**src/rtl/seg7_pkg.sv**
```systemverilog
// ---------------------------------------------------------------------------
// seg7_pkg
//   Shared definitions for the 7-segment scan controller:
//   - scan_state_t : scan FSM encoding (IDLE / BLANK / SHOW)
//   - SEG_OFF      : all segments and decimal point dark
//   - SEG_0..SEG_9 : common-cathode {g,f,e,d,c,b,a} patterns, high = lit
//   - digit_pattern: maps a BCD value to its segment pattern (10-15 -> off)
// ---------------------------------------------------------------------------
package seg7_pkg;

   typedef enum logic [1:0] {
      ST_IDLE  = 2'd0,   // scanning stopped, display dark
      ST_BLANK = 2'd1,   // start of slot, all digits off (anti-ghosting gap)
      ST_SHOW  = 2'd2    // current digit driven
   } scan_state_t;

   localparam logic [7:0] SEG_OFF = 8'h00;

   // Bit order {g,f,e,d,c,b,a}
   localparam logic [6:0] SEG_0 = 7'h3F;
   localparam logic [6:0] SEG_1 = 7'h06;
   localparam logic [6:0] SEG_2 = 7'h5B;
   localparam logic [6:0] SEG_3 = 7'h4F;
   localparam logic [6:0] SEG_4 = 7'h66;
   localparam logic [6:0] SEG_5 = 7'h6D;
   localparam logic [6:0] SEG_6 = 7'h7D;
   localparam logic [6:0] SEG_7 = 7'h07;
   localparam logic [6:0] SEG_8 = 7'h7F;
   localparam logic [6:0] SEG_9 = 7'h6F;

   function automatic logic [6:0] digit_pattern(input logic [3:0] value);
      logic [6:0] pattern;
      case (value)
         4'd0:    pattern = SEG_0;
         4'd1:    pattern = SEG_1;
         4'd2:    pattern = SEG_2;
         4'd3:    pattern = SEG_3;
         4'd4:    pattern = SEG_4;
         4'd5:    pattern = SEG_5;
         4'd6:    pattern = SEG_6;
         4'd7:    pattern = SEG_7;
         4'd8:    pattern = SEG_8;
         4'd9:    pattern = SEG_9;
         default: pattern = 7'h00;   // 10-15 render as a dark digit
      endcase
      return pattern;
   endfunction

endpackage

```
**src/rtl/SevenSEG.sv**
```systemverilog
// ---------------------------------------------------------------------------
// SevenSEG
//   Combinational 7-segment decoder for a common-cathode digit.
//   Ports:
//     hex  in  5  value to show; 0-9 lit, anything else (10-31) segments off
//     dp   in  1  decimal point, 1 = lit (independent of hex)
//     seg  out 8  {dp,g,f,e,d,c,b,a}, high = lit
// ---------------------------------------------------------------------------
module SevenSEG
   import seg7_pkg::*;
(
   input  logic [4:0] hex,
   input  logic       dp,
   output logic [7:0] seg
);

   always_comb begin
      seg = {dp, 7'h00};
      if (!hex[4]) begin
         seg[6:0] = digit_pattern(hex[3:0]);
      end
   end

endmodule

```
**src/rtl/seg7_slot_timer.sv**
```systemverilog
// ---------------------------------------------------------------------------
// seg7_slot_timer
//   Slot timing for the scan controller. A slot is SLOT_CYC clocks; the first
//   BLANK_CYC of them are the blanking gap. The digit index advances at the
//   end of every slot and wraps after DIGITS-1.
//   Ports:
//     clk         in   1      rising-edge clock
//     rst         in   1      asynchronous active-high reset
//     run         in   1      1 = count; 0 = hold counter and index at 0
//     index       out  IDX_W  digit currently being scanned
//     blank_done  out  1      last clock of the blanking gap
//     slot_done   out  1      last clock of the slot
//     frame_done  out  1      last clock of the slot of digit DIGITS-1
// ---------------------------------------------------------------------------
module seg7_slot_timer #(
   parameter int DIGITS    = 4,
   parameter int SLOT_CYC  = 50000,
   parameter int BLANK_CYC = 16,
   parameter int IDX_W     = (DIGITS > 1) ? $clog2(DIGITS) : 1,
   parameter int CNT_W     = $clog2(SLOT_CYC)
) (
   input  logic             clk,
   input  logic             rst,
   input  logic             run,
   output logic [IDX_W-1:0] index,
   output logic             blank_done,
   output logic             slot_done,
   output logic             frame_done
);

   localparam logic [CNT_W-1:0] LAST_CNT  = CNT_W'(SLOT_CYC - 1);
   localparam logic [CNT_W-1:0] BLANK_END = CNT_W'(BLANK_CYC - 1);
   localparam logic [IDX_W-1:0] LAST_IDX  = IDX_W'(DIGITS - 1);

   logic [CNT_W-1:0] count_reg;
   logic [CNT_W-1:0] count_next;
   logic [IDX_W-1:0] index_reg;
   logic [IDX_W-1:0] index_next;

   always_comb begin
      count_next = count_reg;
      index_next = index_reg;
      if (!run) begin
         // Stopping the scan always restarts from the beginning of slot 0
         count_next = '0;
         index_next = '0;
      end else if (count_reg == LAST_CNT) begin
         count_next = '0;
         index_next = (index_reg == LAST_IDX) ? '0 : index_reg + 1'b1;
      end else begin
         count_next = count_reg + 1'b1;
      end
   end

   always_ff @(posedge clk or posedge rst) begin
      if (rst) begin
         count_reg <= '0;
         index_reg <= '0;
      end else begin
         count_reg <= count_next;
         index_reg <= index_next;
      end
   end

   assign index      = index_reg;
   assign blank_done = run && (count_reg == BLANK_END);
   assign slot_done  = run && (count_reg == LAST_CNT);
   assign frame_done = slot_done && (index_reg == LAST_IDX);

endmodule

```
**src/rtl/seg7_scan_ctrl.sv**
```systemverilog
// ---------------------------------------------------------------------------
// seg7_scan_ctrl
//   Time-multiplexed scan controller for a DIGITS-wide common-cathode
//   7-segment bank. The application loads a digit/dp image through a
//   valid/ready handshake into a shadow buffer; the shadow is copied to the
//   display buffer only at a frame boundary (or while idle) so a frame never
//   mixes two images. Each digit slot starts with a blanking gap.
//   Ports:
//     clk          in   1         rising-edge clock
//     rst          in   1         asynchronous active-high reset
//     enable       in   1         1 = scan; 0 = display dark, scan held
//     lz_suppress  in   1         1 = blank leading zeros
//     load_valid   in   1         new image offered
//     load_ready   out  1         image can be accepted (no image pending)
//     load_digits  in   4*DIGITS  digit i at [4i+3:4i]; 10-15 = digit off
//     load_dp      in   DIGITS    decimal point per digit, 1 = lit
//     seg_out      out  8         {dp,g..a}, high = lit (registered)
//     dig_en       out  DIGITS    one-hot digit enable, high = on (registered)
// ---------------------------------------------------------------------------
module seg7_scan_ctrl
   import seg7_pkg::*;
#(
   parameter int DIGITS    = 4,
   parameter int SLOT_CYC  = 50000,
   parameter int BLANK_CYC = 16
) (
   input  logic                  clk,
   input  logic                  rst,
   input  logic                  enable,
   input  logic                  lz_suppress,
   input  logic                  load_valid,
   output logic                  load_ready,
   input  logic [4*DIGITS-1:0]   load_digits,
   input  logic [DIGITS-1:0]     load_dp,
   output logic [7:0]            seg_out,
   output logic [DIGITS-1:0]     dig_en
);

   localparam int IDX_W = (DIGITS > 1) ? $clog2(DIGITS) : 1;

   // ------------------------------------------------------------------
   // State and buffers
   // ------------------------------------------------------------------
   scan_state_t          state_reg;
   scan_state_t          state_next;

   logic [4*DIGITS-1:0]  shadow_digits_reg;
   logic [DIGITS-1:0]    shadow_dp_reg;
   logic [4*DIGITS-1:0]  display_digits_reg;
   logic [DIGITS-1:0]    display_dp_reg;
   logic                 pending_reg;
   logic                 pending_next;
   logic                 load_ready_reg;

   logic [7:0]           seg_reg;
   logic [7:0]           seg_next;
   logic [DIGITS-1:0]    dig_en_reg;
   logic [DIGITS-1:0]    dig_en_next;

   // ------------------------------------------------------------------
   // Slot timing
   // ------------------------------------------------------------------
   logic                 timer_run;
   logic [IDX_W-1:0]     digit_index;
   logic                 blank_done;
   logic                 slot_done;
   logic                 frame_done;

   // The timer only advances while actively scanning; dropping enable clears
   // it on the same edge the FSM returns to IDLE.
   assign timer_run = enable && (state_reg != ST_IDLE);

   seg7_slot_timer #(
      .DIGITS    (DIGITS),
      .SLOT_CYC  (SLOT_CYC),
      .BLANK_CYC (BLANK_CYC),
      .IDX_W     (IDX_W)
   ) u_slot_timer (
      .clk        (clk),
      .rst        (rst),
      .run        (timer_run),
      .index      (digit_index),
      .blank_done (blank_done),
      .slot_done  (slot_done),
      .frame_done (frame_done)
   );

   // ------------------------------------------------------------------
   // Leading-zero detection on the display image.
   // blank_lead[i]: digit i and every digit above it are zero. Digit 0 is
   // never suppressed so an all-zero image still shows a single "0".
   // ------------------------------------------------------------------
   logic [DIGITS-1:0] nonzero;
   logic [DIGITS-1:0] blank_lead;

   for (genvar gi = 0; gi < DIGITS; gi++) begin : g_lead
      assign nonzero[gi]    = |display_digits_reg[gi*4 +: 4];
      assign blank_lead[gi] = (gi != 0) && !(|(nonzero >> gi));
   end

   // ------------------------------------------------------------------
   // Current-digit selection and decode
   // ------------------------------------------------------------------
   logic [3:0]        digit_sel;
   logic              dp_sel;
   logic              lead_sel;
   logic [DIGITS-1:0] digit_onehot;
   logic [7:0]        seg_raw;
   logic [7:0]        seg_shown;

   always_comb begin
      digit_sel    = '0;
      dp_sel       = 1'b0;
      lead_sel     = 1'b0;
      digit_onehot = '0;
      for (int i = 0; i < DIGITS; i++) begin
         if (digit_index == IDX_W'(i)) begin
            digit_sel       = display_digits_reg[i*4 +: 4];
            dp_sel          = display_dp_reg[i];
            lead_sel        = blank_lead[i];
            digit_onehot[i] = 1'b1;
         end
      end
   end

   SevenSEG u_decoder (
      .hex (({1'b0, digit_sel})),
      .dp  (dp_sel),
      .seg (seg_raw)
   );

   // Suppressed leading zeros lose segments a-g but keep their decimal point
   assign seg_shown = (lz_suppress && lead_sel) ? {seg_raw[7], 7'h00} : seg_raw;

   // ------------------------------------------------------------------
   // Scan FSM
   // ------------------------------------------------------------------
   always_comb begin
      state_next = state_reg;
      if (!enable) begin
         state_next = ST_IDLE;
      end else begin
         case (state_reg)
            ST_IDLE:  state_next = ST_BLANK;
            ST_BLANK: if (blank_done) state_next = ST_SHOW;
            ST_SHOW:  if (slot_done)  state_next = ST_BLANK;
            default:  state_next = ST_IDLE;
         endcase
      end
   end

   // Output image for the next clock. Gating with enable makes the display
   // go dark on the same edge the FSM leaves SHOW for IDLE.
   always_comb begin
      seg_next    = SEG_OFF;
      dig_en_next = '0;
      if (enable && (state_reg == ST_SHOW)) begin
         seg_next    = seg_shown;
         dig_en_next = digit_onehot;
      end
   end

   always_ff @(posedge clk or posedge rst) begin
      if (rst) begin
         state_reg  <= ST_IDLE;
         seg_reg    <= SEG_OFF;
         dig_en_reg <= '0;
      end else begin
         state_reg  <= state_next;
         seg_reg    <= seg_next;
         dig_en_reg <= dig_en_next;
      end
   end

   // ------------------------------------------------------------------
   // Load handshake and double buffering
   // ------------------------------------------------------------------
   logic accept;
   logic transfer;

   assign accept   = load_valid && load_ready_reg;
   // Shadow moves to display only between frames, or at any time when idle.
   // accept and transfer are mutually exclusive: accept needs pending low.
   assign transfer = pending_reg && ((state_reg == ST_IDLE) || frame_done);

   always_comb begin
      pending_next = pending_reg;
      if (accept) begin
         pending_next = 1'b1;
      end else if (transfer) begin
         pending_next = 1'b0;
      end
   end

   always_ff @(posedge clk or posedge rst) begin
      if (rst) begin
         shadow_digits_reg  <= '0;
         shadow_dp_reg      <= '0;
         display_digits_reg <= '0;
         display_dp_reg     <= '0;
         pending_reg        <= 1'b0;
         load_ready_reg     <= 1'b1;
      end else begin
         if (accept) begin
            shadow_digits_reg <= load_digits;
            shadow_dp_reg     <= load_dp;
         end
         if (transfer) begin
            display_digits_reg <= shadow_digits_reg;
            display_dp_reg     <= shadow_dp_reg;
         end
         pending_reg    <= pending_next;
         load_ready_reg <= !pending_next;
      end
   end

   assign load_ready = load_ready_reg;
   assign seg_out    = seg_reg;
   assign dig_en     = dig_en_reg;

endmodule

```
**config.mk**
```make
export PLATFORM = sky130hd
export DESIGN_NAME = seg7_scan_ctrl
export DESIGN_NICKNAME = d
export VERILOG_FILES = /design/src/rtl/seg7_pkg.sv /design/src/rtl/SevenSEG.sv /design/src/rtl/seg7_slot_timer.sv /design/src/rtl/seg7_scan_ctrl.sv
export SDC_FILE = /design/constraint.sdc
export NUM_CORES = 1
export LEC_CHECK = 0
export BUFFER_PORTS_ARGS = -buffer_cell sky130_fd_sc_hd__buf_2
export CAP_MARGIN = 10
export CORE_UTILIZATION = 58
export DETAILED_ROUTE_END_ITERATION = 8
export HOLD_SLACK_MARGIN = 0.08
export MAX_ROUTING_LAYER = met4
export PLACE_DENSITY_LB_ADDON = 0.05
export SYNTH_ARGS = -nofsm -noshare
export SYNTH_HDL_FRONTEND = slang
export SYNTH_SLANG_ARGS = --single-unit
export TNS_END_PERCENT = 50
```
**constraint.sdc**
```tcl
create_clock -name clk -period 3 [get_ports clk]
set_input_delay 0.6 -clock clk [delete_from_list [all_inputs] [get_ports clk]]
set_output_delay 0.6 -clock clk [all_outputs]
set_load 0.02 [all_outputs]
```
==> reports/results.tsv, run 1 <==
stage	metric	value	unit
run_status	status	complete, no violations	
grt	grt_max_degree	75	
clock_network	htreeDepth	3	
synthesis	ys_ff_latch	74	
synthesis	syn_area	3510	µm²
critical_path	r2r-start	u_slot_timer.count_reg[11]	
power_and_ir_drop	ir_drop	0.492	mV
grt	grt_pass1_wl	11.1	mm
timing	timing.fmax	389	MHz
timing	final-hold-violation-count	0	
timing	relSlewSlack	34.7	%
route	drtIter0Drc	81	
critical_path	max_stage_delay	0.55	ns
floorplan	die_y	79.8	µm
route	wl_per_cell	15.6	µm
clock_network	postCtsSetupBuffers	0	
timing	post-route-period-util	85.8	%
floorplan	core_area	5680	µm²
timing	drv_slew	0	
grt	antenna_found_initial	0	
synthesis	async_flop_share	100	%
synthesis	ys_top_cells_by_area	dfrtp_1 (52%), mux2_4 (8.6%), mux2_2 (6.4%)	
clock_network	clkTransAtPathRegs	0.07	ns
power_and_ir_drop	p_int	1940	µW
grt	grt_pass1_vias	2241	
power_and_ir_drop	p_clk_share	29.4	%
clock_network	cts_root_buf	clkbuf_8	
synthesis	syn_avg_cell_area	12.1	µm²
placed_design	port_buffers	37	
synthesis	synth_ff_type	dfrtp_1	
route	viasPerCell	5.58	
synthesis	yosys-top-cells-count	dfrtp_1 (73), nor2_1 (23), mux2_2 (20), mux2_4 (20), xnor2_1 (13)	
clock_network	clk_path_buf_depth	2	
critical_path	reg2reg_to	display_dp_reg[2]	
critical_path	cp-start-kind	flip-flop	
clock_network	clock-sinks	74	
critical_path	worstPathMaxFanout	20	
timing	fin_skew	0.00521	ns
critical_path	worst_path_max_delay_cell	or4_1	
power_and_ir_drop	p_sw	741	µW
floorplan	initial_core_util	61.9	%
route	antenna_left	0	
power_and_ir_drop	p_per_area	673	nW/µm²
worst_hold_path	hold_class	in2async	
power_and_ir_drop	swShare	27.7	%
floorplan	die_area	6370	µm²
clock_network	cts_made_buffers	9	
placed_design	finalWeightedCongestion	0.845	
critical_path	crit_buf_inv	1	
grt	overflow	0	
power_and_ir_drop	seq_power_share	49.5	%
critical_path	cp_top_family	simple AND/OR/NAND/NOR gates	
clock_network	cts_tree	yes	
power_and_ir_drop	finalPower	2680	µW
synthesis	synth_top_area_share	52.0	%
cells_and_area	num-nets-final	369	
timing	period_minus_slack	2.57	ns
critical_path	path_class	reg2reg	
synthesis	ys.warnings.count	0	
timing	tightestPinTransition	0.978	ns
route	drt_wl_total	6.38	mm
floorplan	num_rows	27	
synthesis	synth_nets	327	
run	maxCapViolCount	0	
placed_design	dp_hpwl	4.36	mm
synthesis	yosys.area.top_type	dfrtp_1	
critical_path	path_cells	or4_1 > or3_1 > o31ai_4 > buf_4 > mux2_4	
power_and_ir_drop	p_leak	0.00181	µW
synthesis	seq_area_frac_synth	52.8	%
cells_and_area	area_delta_synth_final	13.3	%
route	vias	2289	
critical_path	required	3.24	ns
critical_path	cp_data_arrival_time	2.81	ns
route	drc_errors	0	
timing	setup_viol	0	
power_and_ir_drop	combinationalPowerShare	21.1	%
synthesis	yosysMostFrequentCell	dfrtp_1	
cells_and_area	diodes	0	
critical_path	r2r_slack	0.43	ns
clock_network	cts_hold_buffers	0	
synthesis	synth_edf_count	0	
critical_path	end_kind	flip-flop	
timing	timing.setup.tns	0	ns
synthesis	netlist-cell-type-count	45	
synthesis	syn_inst	291	
route	drt-pass1-iter-count	4	
floorplan	dieWidth	79.8	µm
clock_network	clock_latency	0.35	ns
timing	rsz0062_at_grt	false	
cells_and_area	layout-drive-gt1-share	30.8	%
grt	grt_use_total	24.3	%
critical_path	r2r_cells	5	
floorplan	num_io_pins	38	
clock_network	post_cts_resize_count	0	
==> worst min-delay path, stage by stage <==
cell and delay, ns:
buf_2 0.10, inv_2 0.06, buf_12 0.32
==> worst max path at each step <==
stage | start | slack, ns | end | cells after the start
floorplan | rst | 0.52 | dig_en[0] | 1
global placement | u_slot_timer.count_reg[11] | 0.46 | display_dp_reg[0] | 5
detailed placement | u_slot_timer.count_reg[11] | 0.43 | display_digits_reg[7] | 5
CTS | u_slot_timer.count_reg[11] | 0.42 | display_digits_reg[7] | 5
global route | u_slot_timer.index[1] | 0.13 | seg_out[1] | 9
finish | u_slot_timer.count_reg[11] | 0.43 | display_dp_reg[2] | 5
==> metrics by stage <==
stage          instances  util (%)  hold slack [ns]  setup slack [ns]  cell area [µm²]
3_3_place_gp         394      66.5            0.479             0.456             3770
5_1_grt              410      70.1            0.346             0.135             3980
4_1_cts              410      70.1            0.332             0.418             3980
6_report             410      70.1            0.308             0.426             3980
2_1_floorplan        291         -            0.455             0.520             3510
3_5_place_dp         394      66.5            0.488             0.433             3770
==> cell families (layout without fill, tap and decap cells) <==
family          Yosys count  after routing  share of synthesized area [%]
mux                      41             41                           15.2
compound gates           39             39                           8.09
buf+inv                  23             70                           3.10
simple gates             89             89                           13.4
flops                    74             74                           52.8
fa+ha+maj                11             11                           3.92
xor+xnor                 14             14                           3.49
==> power by group through the flow <==
| stage | sequential, µW | clock (µW) | combinational, µW |
|---|---|---|---|
| 2_1_floorplan | 1280 | 0 | 468 |
| 3_3_place_gp | 1340 | 0 | 540 |
| 3_5_place_dp | 1350 | 0 | 562 |
| 4_1_cts | 1330 | 807 | 567 |
| 5_1_grt | 1350 | 856 | 633 |
| 6_report | 1330 | 786 | 565 |
==> area by class of cell <==
cell class	count	area, µm²
well taps	72	90.1
inverters	12	45.0
multi-input cells	194	1550
flip-flops and latches	74	1850
fillers	416	1700
clock inverters	4	50.0
clock buffers	12	155
repair buffers	42	235
==> metal layers <==
layer  part of all wire [%]  global-route usage, %  up-vias
met5                      0                      -        -
li1                       -                      -     1121
met4                    2.8                   11.3        0
met1                     47                   31.0     1098
met3                    4.6                   7.43       17
met2                     46                   35.6       53
==> placed cells by master (no fill, tap or decap), types with 10 or more instances in the layout <==
| cell | instances |
|---|---|
| nand3_1 | 11 |
| mux2_4 | 20 |
| dfrtp_1 | 73 |
| nand2_1 | 10 |
| clkbuf_8 | 11 |
| buf_2 | 37 |
| ha_1 | 11 |
| xnor2_1 | 13 |
| nor2_1 | 23 |
| mux2_2 | 20 |
| inv_1 | 11 |
(Power assumes the default switching activity.)
==> inputs of run 2 (changes only) <==
CORE_UTILIZATION = 30   (was 58)
PLACE_DENSITY_LB_ADDON = not set   (was 0.05)
==> run 2 against run 1 <==
  * Core utilization down 34 points
  * Final cell count up 17%
  * Maximum frequency down 0.47%
==> reports/results.tsv, run 2 (same netlist as run 1, synthesis figures left out) <==
stage	metric	value	unit	change
placed_design	dp_hpwl	4.61	mm	+5.7%
timing	timing.setup.tns	0	ns	unchanged
critical_path	max_stage_delay	0.55	ns	about the same
power_and_ir_drop	p_clk_share	36.1	%	+6.7 points
cells_and_area	layout-drive-gt1-share	30.7	%	-0.11 points
cells_and_area	utilization	36.4	%	-34 points
critical_path	crit_buf_inv	1		unchanged
clock_network	clock_latency	0.33	ns	-0.02 ns
timing	fin_skew	0.00903	ns	+0.00382 ns
grt	antenna_found_initial	0		unchanged
run	maxCapViolCount	0		unchanged
grt	grt_max_degree	67		-11%
timing	setup_viol	0		unchanged
cells_and_area	mostFrequentLayoutCells	dfrtp_1 (73), buf_2 (37), nor2_1 (23), mux2_2 (20), mux2_4 (20)		
critical_path	reg2reg_to	display_digits_reg[2]		
power_and_ir_drop	finalPower	2950	µW	+10%
route	vias	2279		-0.44%
floorplan	die_y	110	µm	+38%
timing	drv_slew	0		unchanged
timing	period_minus_slack	2.59	ns	+0.0122 ns
timing	timing.fmax	387	MHz	-0.47%
grt	grt_pass1_vias	2182		-2.6%
cells_and_area	area_delta_synth_final	18.2	%	
critical_path	path_class	reg2reg		
floorplan	initial_core_util	30.8	%	-31 points
critical_path	path_cells	or4_1 > or3_1 > o31ai_4 > buf_4 > mux2_4		
route	drc_errors	0		unchanged
route	drtIter0Drc	155		+91%
critical_path	required	3.21	ns	-0.03 ns
grt	grt_use_total	12.6	%	-12 points
power_and_ir_drop	p_per_area	711	nW/µm²	+5.7%
floorplan	core_area	11400	µm²	+100%
power_and_ir_drop	seq_power_share	45.2	%	-4.3 points
clock_network	clock-sinks	74		unchanged
cells_and_area	fin_area	4150	µm²	+4.4%
critical_path	cp_data_arrival_time	2.79	ns	-0.02 ns
clock_network	cts_tree	yes		
floorplan	dieWidth	110	µm	+38%
cells_and_area	final.fill_count	1111		+170%
critical_path	cp_top_family	simple AND/OR/NAND/NOR gates		
critical_path	r2r-start	u_slot_timer.count_reg[11]		
critical_path	end_kind	flip-flop		
power_and_ir_drop	p_int	2170	µW	+12%
placed_design	finalWeightedCongestion	0.826		-2.2%
timing	final-hold-violation-count	0		unchanged
clock_network	postCtsSetupBuffers	0		unchanged
cells_and_area	final_common_cell	dfrtp_1		
timing	tightestPinTransition	0.949	ns	-0.0285 ns
timing	relSlewSlack	36.6	%	+1.9 points
critical_path	r2r_slack	0.41	ns	about the same
cells_and_area	diodes	0		unchanged
grt	grt_pass1_wl	11.2	mm	+0.88%
timing	rsz0062_at_grt	false		
clock_network	htreeDepth	3		unchanged
clock_network	cts_made_buffers	9		unchanged
clock_network	cts_root_buf	clkbuf_16		
cells_and_area	num-nets-final	367		-0.54%
critical_path	r2r_cells	5		unchanged
clock_network	clkTransAtPathRegs	0.06	ns	about the same
worst_hold_path	hold_class	in2async		
route	antenna_left	0		unchanged
clock_network	post_cts_resize_count	0		unchanged
floorplan	num_rows	39		+44%
placed_design	port_buffers	37		unchanged
route	viasPerCell	4.76		-15%
route	drt_wl_total	6.68	mm	+4.7%
critical_path	cp-start-kind	flip-flop		
timing	whs	0.178	ns	-0.130 ns
critical_path	worst_path_max_delay_cell	or4_1		
grt	overflow	0		unchanged
clock_network	cts_hold_buffers	0		unchanged
floorplan	die_area	12100	µm²	+91%
critical_path	worstPathMaxFanout	20		unchanged
power_and_ir_drop	p_leak	0.00185	µW	+2.5%
route	wl_per_cell	13.9	µm	-10%
route	drt-pass1-iter-count	4		unchanged
power_and_ir_drop	p_sw	783	µW	+5.8%
run_status	status	complete, no violations		
power_and_ir_drop	swShare	26.5	%	-1.1 points
floorplan	num_io_pins	38		unchanged
power_and_ir_drop	ir_drop	0.242	mV	-51%
placed_design	place_area	3850	µm²	+2.0%
timing	post-route-period-util	86.2	%	+0.41 points
power_and_ir_drop	combinationalPowerShare	18.6	%	-2.5 points
clock_network	clk_path_buf_depth	2		unchanged
[run 2: metrics by stage]
step / worst slack, ns / instances
6_report: 0.414 / 479
5_1_grt: 0.294 / 479
4_1_cts: 0.410 / 479
3_5_place_dp: 0.428 / 463
3_3_place_gp: 0.463 / 463
2_1_floorplan: 0.520 / 291
[run 2: worst max-delay path by stage]
| stage | endpoint | from | cells after the start | slack, ns |
|---|---|---|---|---|
| floorplan | dig_en[0] | rst | 1 | 0.52 |
| global placement | display_dp_reg[1] | u_slot_timer.count_reg[11] | 5 | 0.46 |
| detailed placement | display_digits_reg[14] | u_slot_timer.count_reg[11] | 5 | 0.43 |
| CTS | display_digits_reg[4] | u_slot_timer.count_reg[11] | 5 | 0.41 |
| global route | display_digits_reg[11] | u_slot_timer.count_reg[11] | 5 | 0.29 |
| finish | display_digits_reg[2] | u_slot_timer.count_reg[11] | 5 | 0.41 |
[run 2: routing by layer]
layer / GRT usage, % / vias to the layer above / routed length, µm
met5: - / - / 0
met4: 5.64 / 0 / 91
met3: 2.47 / 8 / 266
met2: 18.2 / 50 / 2930
met1: 17.1 / 1103 / 3390
li1: - / 1118 / -
[run 2: power groups by stage]
stage / sequential (µW) / clock [µW] / combinational [µW]
CTS: 1340 / 1090 / 557
global placement: 1340 / 0 / 533
finish: 1330 / 1070 / 551
detailed placement: 1350 / 0 / 556
global route: 1350 / 1130 / 611
floorplan: 1280 / 0 / 468
[run 2: worst reg2reg max path, stage by stage (launching register included)]
cell and delay, ns:
dfrtp_1 0.41, or4_1 0.55, or3_1 0.53, o31ai_4 0.25, buf_4 0.37, mux2_4 0.36
[run 2: layout make-up]
cell class	count	area, µm²	share of cell area [%]
Inverter	12	45.0	1.08
Clock buffer	10	239	5.75
Multi-Input combinational cell	194	1550	37.3
Timing Repair Buffer	40	220	5.30
Tap cell	143	179	4.31
Sequential cell	74	1850	44.6
Clock inverter	6	66.3	1.60
==> inputs of run 3 (changes only) <==
CORE_MARGIN = 2   (was not set)
==> run 3 against run 2 <==
  * Routed wire length increased by 1.5%
  * Maximum frequency increased by 1.5%
  * Largest power group unchanged
  * Global-route usage decreased by 0.67 points
  * Register-to-register slack improved by 0.04 ns
  * Core utilization increased by 0.12 points
==> reports/results.tsv, run 3 (same netlist as run 1, synthesis figures left out) <==
stage	metric	value	unit	change
clock_network	cts_hold_buffers	0		unchanged
route	viasPerCell	4.73		-0.48%
critical_path	path_class	reg2reg		
cells_and_area	final_common_cell	dfrtp_1		
critical_path	cp_data_arrival_time	2.77	ns	-0.02 ns
timing	whs	0.404	ns	+0.226 ns
power_and_ir_drop	p_int	2230	µW	+2.9%
placed_design	dp_hpwl	4.72	mm	+2.3%
run	maxCapViolCount	0		unchanged
timing	rsz0062_at_grt	false		
timing	relSlewSlack	39.8	%	+3.2 points
timing	post-route-period-util	84.9	%	-1.3 points
cells_and_area	layout-drive-gt1-share	30.4	%	-0.30 points
power_and_ir_drop	p_sw	790	µW	+0.88%
critical_path	worstPathMaxFanout	20		unchanged
critical_path	required	3.22	ns	about the same
cells_and_area	final.fill_count	1125		+1.3%
power_and_ir_drop	combinationalPowerShare	18.2	%	-0.4 points
critical_path	r2r_cells	5		unchanged
clock_network	post_cts_resize_count	0		unchanged
clock_network	postCtsSetupBuffers	0		unchanged
cells_and_area	utilization	36.5	%	+0.12 points
worst_hold_path	hold_class	in2async		
power_and_ir_drop	ir_drop	0.263	mV	+8.7%
cells_and_area	diodes	0		unchanged
grt	overflow	0		unchanged
route	antenna_left	0		unchanged
floorplan	num_rows	39		unchanged
clock_network	cts_made_buffers	9		unchanged
critical_path	crit_buf_inv	1		unchanged
timing	timing.setup.tns	0	ns	unchanged
grt	grt_max_degree	41		-39%
placed_design	dp_slack	0.451	ns	+0.0225 ns
floorplan	dieWidth	112	µm	+1.8%
grt	grt_pass1_wl	11.4	mm	+2.3%
clock_network	htreeDepth	3		unchanged
cells_and_area	mostFrequentLayoutCells	dfrtp_1 (73), buf_2 (37), nor2_1 (23), mux2_2 (20), mux2_4 (20)		
route	vias	2268		-0.48%
critical_path	path_cells	or4_1 > or3_1 > o31ai_4 > buf_4 > mux2_4		
power_and_ir_drop	p_per_area	725	nW/µm²	+2.0%
critical_path	max_stage_delay	0.54	ns	about the same
timing	fin_skew	0.00603	ns	-0.00300 ns
placed_design	finalWeightedCongestion	0.826		-0.11%
timing	period_minus_slack	2.55	ns	-0.0392 ns
clock_network	clock-sinks	74		unchanged
clock_network	clock_latency	0.34	ns	about the same
route	drc_errors	0		unchanged
grt	antenna_found_initial	0		unchanged
floorplan	core_area	11400	µm²	unchanged
clock_network	cts_root_buf	clkbuf_16		
route	drt_wl_total	6.78	mm	+1.5%
power_and_ir_drop	swShare	26.1	%	-0.38 points
critical_path	cp-start-kind	flip-flop		
placed_design	port_buffers	37		unchanged
power_and_ir_drop	p_clk_share	37.8	%	+1.7 points
timing	timing.fmax	393	MHz	+1.5%
cells_and_area	area_delta_synth_final	18.6	%	
route	drt-pass1-iter-count	4		unchanged
grt	grt_pass1_vias	2248		+3.0%
critical_path	end_kind	flip-flop		
floorplan	die_area	12600	µm²	+3.7%
floorplan	num_io_pins	38		unchanged
critical_path	worst_path_max_delay_cell	or4_1		
floorplan	die_y	112	µm	+1.8%
cells_and_area	num-nets-final	367		unchanged
power_and_ir_drop	seq_power_share	43.9	%	-1.3 points
route	drtIter0Drc	124		-20%
clock_network	cts_tree	yes		
grt	grt_use_total	11.9	%	-0.67 points
timing	setup_ws	0.453	ns	+0.0392 ns
route	wl_per_cell	14.2	µm	+1.5%
critical_path	cp_top_family	simple AND/OR/NAND/NOR gates		
floorplan	initial_core_util	30.8	%	unchanged
timing	drv_slew	0		unchanged
clock_network	clk_path_buf_depth	2		unchanged
clock_network	clkTransAtPathRegs	0.06	ns	about the same
timing	setup_viol	0		unchanged
run_status	status	complete, no violations		
power_and_ir_drop	p_leak	0.00185	µW	about the same
timing	tightestPinTransition	0.901	ns	-0.0477 ns
timing	final-hold-violation-count	0		unchanged
critical_path	cp_num_cells	5		unchanged
run 3: cell types whose count changed in the layout (fill, tap and decap cells not counted), sizes merged:
cell,before,now
clkinv,5,2
bufinv,1,2
clkinvlp,0,1
inv,12,13
run 3: power by group through the flow:
| stage | combinational (µW) | clock (µW) | sequential, µW |
|---|---|---|---|
| 3_5_place_dp | 554 | 0 | 1340 |
| 3_3_place_gp | 533 | 0 | 1340 |
| 4_1_cts | 554 | 1170 | 1330 |
| 2_1_floorplan | 468 | 0 | 1280 |
| 5_1_grt | 614 | 1220 | 1360 |
| 6_report | 551 | 1140 | 1330 |
run 3: worst reg2reg max path, stage by stage (launching register included):
cell and delay [ns]:
dfrtp_1 0.40, or4_1 0.54, or3_1 0.53, o31ai_4 0.25, buf_4 0.38, mux2_4 0.34
run 3: per-stage QoR:
| stage | std cells | area [µm²] | power [µW] |
|---|---|---|---|
| floorplan | 291 | 3510 | 1750 |
| finish | 479 | 4170 | 3020 |
| global placement | 463 | 3850 | 1870 |
| global route | 479 | 4170 | 3190 |
| CTS | 479 | 4170 | 3060 |
| detailed placement | 463 | 3850 | 1900 |
run 3: per-layer routing:
metal / track usage (%) / vias up / wire length, µm
met2: 16.5 / 46 / 3030
met1: 16.0 / 1102 / 3310
met4: 5.69 / 0 / 122
li1: - / 1112 / -
met3: 3.62 / 8 / 318
met5: - / - / 0
run 3: cell type report:
class / instances / area [µm²] / area share [%]
repair buffers: 40 / 220 / 5.29
inverters: 12 / 45.0 / 1.08
clock buffers: 10 / 229 / 5.50
well taps: 143 / 179 / 4.29
flip-flops and latches: 74 / 1850 / 44.5
clock inverters: 6 / 90.1 / 2.16
multi-input cells: 194 / 1550 / 37.2
run 3: path summary, 6_finish.rpt:
kind	start	end	slack (ns)
worst max-delay path	u_slot_timer.count_reg[11]	display_digits_reg[4]	0.45
worst min-delay path	rst	shadow_digits_reg[7]	0.40
worst max register to register	u_slot_timer.count_reg[11]	display_digits_reg[4]	0.45
worst min register to register	u_slot_timer.count_reg[0]	u_slot_timer.count_reg[0]	0.49
max in group asynchronous	rst	shadow_digits_reg[14]	1.93
min in group clk	u_slot_timer.count_reg[0]	u_slot_timer.count_reg[0]	0.49
